$ cat src/rtl/decode_operand_stage_if.sv
// Handshake/bus bundle between the fetch side, the decode/operand stage and the ALU.
// The slave modport is the stage's view; the master modport is the surrounding pipeline's view.
interface decode_operand_stage_if;
  logic        in_valid;
  logic        in_ready;
  logic [31:0] in_instr;
  logic [31:0] in_pc;
  logic        flush;
  logic        wb_en;
  logic [4:0]  wb_rd;
  logic [31:0] wb_data;
  logic        out_valid;
  logic        out_ready;
  logic [31:0] alu_in_A;
  logic [31:0] alu_in_B;
  logic [2:0]  func;
  logic        control;
  logic [4:0]  out_rd;
  logic        out_rd_we;
  logic        out_illegal;

  modport master (
    output in_valid, in_instr, in_pc, flush, wb_en, wb_rd, wb_data, out_ready,
    input  in_ready, out_valid, alu_in_A, alu_in_B, func, control, out_rd, out_rd_we, out_illegal
  );

  modport slave (
    input  in_valid, in_instr, in_pc, flush, wb_en, wb_rd, wb_data, out_ready,
    output in_ready, out_valid, alu_in_A, alu_in_B, func, control, out_rd, out_rd_we, out_illegal
  );
endinterface

$ cat src/rtl/decode_operand_stage.sv
// Decode/operand-fetch stage: RV32I OP/OP-IMM/LUI/AUIPC decode, 32x32 register file,
// writeback bypass, and one registered ALU bundle behind a valid/ready handshake.
module decode_operand_stage #(
  parameter int unsigned XLEN      = 32,
  parameter bit          BYPASS_EN = 1'b1
) (
  input logic                  clk,
  input logic                  rst,
  decode_operand_stage_if.slave bus
);
  localparam int unsigned NREG = 32;
  localparam int unsigned RW   = 5;
  localparam int unsigned FW   = 3;

  localparam logic [6:0] OPC_OP    = 7'b0110011;
  localparam logic [6:0] OPC_OPIMM = 7'b0010011;
  localparam logic [6:0] OPC_LUI   = 7'b0110111;
  localparam logic [6:0] OPC_AUIPC = 7'b0010111;

  logic [XLEN-1:0] regs [NREG];

  logic [6:0]      opcode;
  logic [FW-1:0]   funct3;
  logic [6:0]      funct7;
  logic [RW-1:0]   rs1, rs2, rd;
  logic [XLEN-1:0] rs1_val, rs2_val, u_imm;
  logic            funct7_ok;
  logic            capture;

  logic [XLEN-1:0] dec_a, dec_b;
  logic [FW-1:0]   dec_func;
  logic            dec_ctrl, dec_legal;

  logic            valid_q;
  logic [XLEN-1:0] a_q, b_q;
  logic [FW-1:0]   func_q;
  logic            ctrl_q, we_q, ill_q;
  logic [RW-1:0]   rd_q;

  assign opcode = bus.in_instr[6:0];
  assign rd     = bus.in_instr[11:7];
  assign funct3 = bus.in_instr[14:12];
  assign rs1    = bus.in_instr[19:15];
  assign rs2    = bus.in_instr[24:20];
  assign funct7 = bus.in_instr[31:25];
  assign u_imm  = {bus.in_instr[31:12], 12'b0};

  // Only SRA/SRAI may set bit 30; SUB is rejected because the ALU cannot subtract.
  assign funct7_ok = (funct7 == 7'b0000000) || ((funct7 == 7'b0100000) && (funct3 == 3'b101));

  // Operand read with x0 hardwired and optional same-cycle writeback forwarding.
  assign rs1_val = (rs1 == '0) ? '0
                 : (BYPASS_EN && bus.wb_en && (bus.wb_rd == rs1)) ? bus.wb_data
                 : regs[rs1];
  assign rs2_val = (rs2 == '0) ? '0
                 : (BYPASS_EN && bus.wb_en && (bus.wb_rd == rs2)) ? bus.wb_data
                 : regs[rs2];

  always_comb begin
    dec_a     = '0;
    dec_b     = '0;
    dec_func  = '0;
    dec_ctrl  = 1'b0;
    dec_legal = 1'b0;
    unique case (opcode)
      OPC_OP: begin
        dec_legal = funct7_ok;
        dec_a     = rs1_val;
        dec_b     = rs2_val;
        dec_func  = funct3;
        dec_ctrl  = (funct3 == 3'b101) ? bus.in_instr[30] : 1'b0;
      end
      OPC_OPIMM: begin
        dec_a    = rs1_val;
        dec_func = funct3;
        if ((funct3 == 3'b001) || (funct3 == 3'b101)) begin
          dec_legal = funct7_ok;
          dec_b     = XLEN'(bus.in_instr[24:20]);
          dec_ctrl  = (funct3 == 3'b101) ? bus.in_instr[30] : 1'b0;
        end else begin
          dec_legal = 1'b1;
          dec_b     = {{(XLEN-12){bus.in_instr[31]}}, bus.in_instr[31:20]};
        end
      end
      OPC_LUI: begin
        dec_legal = 1'b1;
        dec_a     = u_imm;
        dec_ctrl  = 1'b1;
      end
      OPC_AUIPC: begin
        dec_legal = 1'b1;
        dec_a     = bus.in_pc;
        dec_b     = u_imm;
      end
      default: dec_legal = 1'b0;
    endcase
    if (!dec_legal) begin
      dec_a    = '0;
      dec_b    = '0;
      dec_func = '0;
      dec_ctrl = 1'b0;
    end
  end

  assign bus.in_ready = !valid_q || bus.out_ready;
  assign capture      = bus.in_valid && bus.in_ready;

  // Register file writes are independent of stall and flush.
  always_ff @(posedge clk or posedge rst) begin
    if (rst) begin
      for (int i = 0; i < int'(NREG); i++) regs[i] <= '0;
    end else if (bus.wb_en && (bus.wb_rd != '0)) begin
      regs[bus.wb_rd] <= bus.wb_data;
    end
  end

  // Output bundle; flush wins over a same-cycle capture.
  always_ff @(posedge clk or posedge rst) begin
    if (rst) begin
      valid_q <= 1'b0;
      a_q     <= '0;
      b_q     <= '0;
      func_q  <= '0;
      ctrl_q  <= 1'b0;
      rd_q    <= '0;
      we_q    <= 1'b0;
      ill_q   <= 1'b0;
    end else if (bus.flush) begin
      valid_q <= 1'b0;
    end else if (capture) begin
      valid_q <= 1'b1;
      a_q     <= dec_a;
      b_q     <= dec_b;
      func_q  <= dec_func;
      ctrl_q  <= dec_ctrl;
      rd_q    <= rd;
      we_q    <= dec_legal && (rd != '0);
      ill_q   <= !dec_legal;
    end else if (bus.out_ready) begin
      valid_q <= 1'b0;
    end
  end

  assign bus.out_valid   = valid_q;
  assign bus.alu_in_A    = a_q;
  assign bus.alu_in_B    = b_q;
  assign bus.func        = func_q;
  assign bus.control     = ctrl_q;
  assign bus.out_rd      = rd_q;
  assign bus.out_rd_we   = we_q;
  assign bus.out_illegal = ill_q;
endmodule

$ cat src/flat_wrapper.sv
// flat-port wrapper written by rule: the top's interface ports become plain ports
module decode_operand_stage_flat 
#(
  parameter int unsigned XLEN      = 32,
  parameter bit          BYPASS_EN = 1'b1
)
  (clk, rst, bus_in_valid, bus_in_instr, bus_in_pc, bus_flush, bus_wb_en, bus_wb_rd, bus_wb_data, bus_out_ready, bus_in_ready, bus_out_valid, bus_alu_in_A, bus_alu_in_B, bus_func, bus_control, bus_out_rd, bus_out_rd_we, bus_out_illegal);
  decode_operand_stage_if bus_i ();
  input logic clk;
  input logic rst;
  input wire logic [$bits(bus_i.in_valid)-1:0] bus_in_valid;
  input wire logic [$bits(bus_i.in_instr)-1:0] bus_in_instr;
  input wire logic [$bits(bus_i.in_pc)-1:0] bus_in_pc;
  input wire logic [$bits(bus_i.flush)-1:0] bus_flush;
  input wire logic [$bits(bus_i.wb_en)-1:0] bus_wb_en;
  input wire logic [$bits(bus_i.wb_rd)-1:0] bus_wb_rd;
  input wire logic [$bits(bus_i.wb_data)-1:0] bus_wb_data;
  input wire logic [$bits(bus_i.out_ready)-1:0] bus_out_ready;
  output wire logic [$bits(bus_i.in_ready)-1:0] bus_in_ready;
  output wire logic [$bits(bus_i.out_valid)-1:0] bus_out_valid;
  output wire logic [$bits(bus_i.alu_in_A)-1:0] bus_alu_in_A;
  output wire logic [$bits(bus_i.alu_in_B)-1:0] bus_alu_in_B;
  output wire logic [$bits(bus_i.func)-1:0] bus_func;
  output wire logic [$bits(bus_i.control)-1:0] bus_control;
  output wire logic [$bits(bus_i.out_rd)-1:0] bus_out_rd;
  output wire logic [$bits(bus_i.out_rd_we)-1:0] bus_out_rd_we;
  output wire logic [$bits(bus_i.out_illegal)-1:0] bus_out_illegal;
  assign bus_i.in_valid = bus_in_valid;
  assign bus_i.in_instr = bus_in_instr;
  assign bus_i.in_pc = bus_in_pc;
  assign bus_i.flush = bus_flush;
  assign bus_i.wb_en = bus_wb_en;
  assign bus_i.wb_rd = bus_wb_rd;
  assign bus_i.wb_data = bus_wb_data;
  assign bus_i.out_ready = bus_out_ready;
  assign bus_in_ready = bus_i.in_ready;
  assign bus_out_valid = bus_i.out_valid;
  assign bus_alu_in_A = bus_i.alu_in_A;
  assign bus_alu_in_B = bus_i.alu_in_B;
  assign bus_func = bus_i.func;
  assign bus_control = bus_i.control;
  assign bus_out_rd = bus_i.out_rd;
  assign bus_out_rd_we = bus_i.out_rd_we;
  assign bus_out_illegal = bus_i.out_illegal;
  decode_operand_stage #(.XLEN(XLEN), .BYPASS_EN(BYPASS_EN)) u_core (.clk(clk), .rst(rst), .bus(bus_i));
endmodule
$ cat config.mk
export PLATFORM = sky130hd
export DESIGN_NAME = decode_operand_stage_flat
export DESIGN_NICKNAME = d
export VERILOG_FILES = /design/src/rtl/decode_operand_stage_if.sv /design/src/rtl/decode_operand_stage.sv /design/src/flat_wrapper.sv
export SDC_FILE = /design/constraint.sdc
export NUM_CORES = 2
export LEC_CHECK = 0
export BUFFER_PORTS_ARGS = -buffer_cell sky130_fd_sc_hd__buf_2
export CORE_MARGIN = 10
export CORE_UTILIZATION = 40
export CTS_BUF_LIST = sky130_fd_sc_hd__clkbuf_16
export DETAILED_ROUTE_END_ITERATION = 8
export GPL_TIMING_DRIVEN = 0
export PLACE_DENSITY = 0.53
export SYNTH_ARGS = -nofsm -noshare
export SYNTH_HDL_FRONTEND = slang
export SYNTH_SLANG_ARGS = --single-unit
$ cat constraint.sdc
create_clock -name clk -period 66.9 [get_ports clk]
set_input_delay 13.38 -clock clk [delete_from_list [all_inputs] [get_ports clk]]
set_output_delay 13.38 -clock clk [all_outputs]
set_load 0.01 [all_outputs]
==> impl_metrics.ini <==
[outcome]
status = complete, but fails checks
violations = design-rule violations, max-capacitance violations, max-slew violations

[logic_synthesis]
syn_area_um2 = 58600
synth_edf_count = 0
synth_fp_nets = 4245
ys.warnings.count = 0
ys_seq_elements = 1100
syn_inst = 4138
synth.yosys.seq_area_share = 0.469
yosysUniqueCellTypes = 66
synth.avg_cell_area_um2 = 14.2
synthFlopType = dfrtp_1
async_flop_share = 1.00

[worst_setup_path]
r2r_setup_slack_ns = 63.43
start_kind = input pin
crit_type = in2out
reg2reg_depth = 8
cp_max_fo = 4
crit_arrival_ns = 13.96
end_kind = output port
required_ns = 53.52

[placed_design]
place_area_um2 = 62300
place_congestion = 1.03
hpwl_mm = 194
port_buffers = 172
place_inst = 6242

[global_route]
groute.usage.overall = 0.318
antenna_found_initial = 35
grt_pass1_vias = 41500
grt_max_degree = 120
grt_pass1_wl_mm = 357
grt.overflow.total = 0

[job]
maxCapViolations = 8

[hold_path]
min_path_type = reg2reg
whs_path_depth = 2

[sta]
fmax_mhz = 36.6
fin_skew_ns = 0.0304
finalCriticalPeriod_ns = 27.34
holdWs_ns = 0.468
worst_slew_pin_slew_ns = 1.63
slew_violations = 73
hold_viol_final = 0
rsz0062_at_grt = no
tns_ns = 0
slew-limit-headroom = -0.0878
setup_violations = 0
period_share = 0.409

[cells_and_area]
finalNonFillerCells = 6487
fin_nets = 4567
final_cell_mix = dfrtp_1 (1100), mux2_2 (1010), mux4_2 (446), mux2i_1 (274), clkbuf_1 (271)
final_area_um2 = 66300
final_common_cell = dfrtp_1
layout-drive-gt1-share = 0.426
syn_to_final_growth_pct = 13.0

[cts]
path_clk_slew_ns = 0.06
htree_num_levels = 4
postCtsSetupRepairBufs = 0
cts_root_buf = clkbuf_16
clk_latency_ns = 0.79
hold_buffers = 0
cts.sinks = 1100
cts-resized-gates = 0
cts_buffer_depth = 3
cts_buffers = 133
cts_tree = done

[detailed_routing]
dr.pass1.iters = 9
wl_per_cell_um = 40.7
drc = 8
drt_iter0_drc = 5801
num_vias = 42800
totalWireLength_mm = 264
ant_nets = 0
vias_per_cell = 6.59

[die]
core_um2 = 146000
fp-row-count = 140
dieArea_um2 = 162000
dieHeight_um = 403
die_w_um = 403
ios = 184
start_util = 0.402

[pwr]
powerDensity_nw_per_um2 = 29.9
power.leakage_nw = 28.7
ir_drop_uv = 19.9
total_power_mw = 1.98
==> metrics by stage <==
step | setup slack, ns | utilization
floorplan | 22.55 | -
global placement | 7.81 | 0.425
detailed placement | 39.57 | 0.427
CTS | 39.57 | 0.454
global route | 39.51 | 0.454
finish | 39.56 | 0.455
==> critical path, cell delays in order <==
cell and delay, ns:
buf_2 0.10, nor2b_1 0.24, inv_1 0.09, buf_2 0.15
==> per-layer routing <==
layer  track usage  wire [µm]  vias up
li1              -          -    16600
met1         0.445     111000    23100
met2         0.430     106000     2584
met3         0.137      35400      482
met4         0.124      11500       14
met5             0         86        -
==> final timing paths <==
kind / startpoint / to
max: bus_out_ready / bus_in_ready
min: u_core.bus.out_rd[0] / u_core.bus.out_rd[0]
max reg2reg: u_core.bus.out_valid / u_core.bus.alu_in_A[1]
min reg2reg: u_core.bus.out_rd[0] / u_core.bus.out_rd[0]
max in group asynchronous: rst / u_core.regs[1021]
min in group asynchronous: rst / u_core.regs[161]
==> layout make-up <==
cell class / instances / area (µm²)
Fill cell: 13300 / 79500
Multi-Input combinational cell: 2577 / 29200
Sequential cell: 1100 / 27500
Clock buffer: 136 / 3400
Tap cell: 1917 / 2400
Buffer: 456 / 1940
Timing Repair Buffer: 187 / 1190
Clock inverter: 91 / 559
Antenna cell: 18 / 45.0
Inverter: 5 / 26.3
==> power breakdown <==
part / switching [mW] / total (mW) / internal [mW]
clock network: 0.299 / 0.687 / 0.388
logic: 0.207 / 0.426 / 0.219
registers: 0.0869 / 0.871 / 0.784
total: 0.593 / 1.98 / 1.39
==> cell families (layout without fill, tap and decap cells) <==
family | after synthesis | after routing | synth area share
AOI/OAI and AO/OA | 450 | 450 | 0.0524
xor gates and xnor gates | 10 | 10 | 0.00149
buffers and inverters | 461 | 875 | 0.0332
DFF | 1100 | 1100 | 0.469
muxes | 1730 | 1730 | 0.412
other | 0 | 18 | 0
and+or+nand+nor | 387 | 387 | 0.0315
==> Yosys cell counts (all sizes together) (9+ instances only) <==
cell type | n | share of area
o221ai | 14 | 0.0021
o211ai | 20 | 0.0026
a211oi | 31 | 0.0040
mux2 | 1010 | 0.19
nor2b | 38 | 0.0041
clkbuf | 279 | 0.018
o21ai | 61 | 0.0052
buf | 177 | 0.015
mux4 | 446 | 0.17
and2 | 9 | 0.00096
a2bb2oi | 12 | 0.0018
dfrtp | 1100 | 0.47
mux2i | 274 | 0.047
a22oi | 70 | 0.0090
a222oi | 22 | 0.0038
a31oi | 32 | 0.0034
xnor2 | 10 | 0.0015
o22ai | 32 | 0.0034
nor2 | 73 | 0.0048
nor3 | 15 | 0.0013
nand3 | 66 | 0.0056
a21oi | 107 | 0.0091
nand2 | 137 | 0.0088
==> state kept, by name (all words and copies together) (netlist names) <==
signal	flops
u_core.bus.out_rd	5
u_core.bus.alu_in_A	32
u_core.bus.out_rd_we	1
u_core.bus.control	1
u_core.bus.alu_in_B	32
u_core.regs	1024
u_core.bus.out_valid	1
u_core.bus.func	3
u_core.bus.out_illegal	1
(Power assumes the default switching activity.)
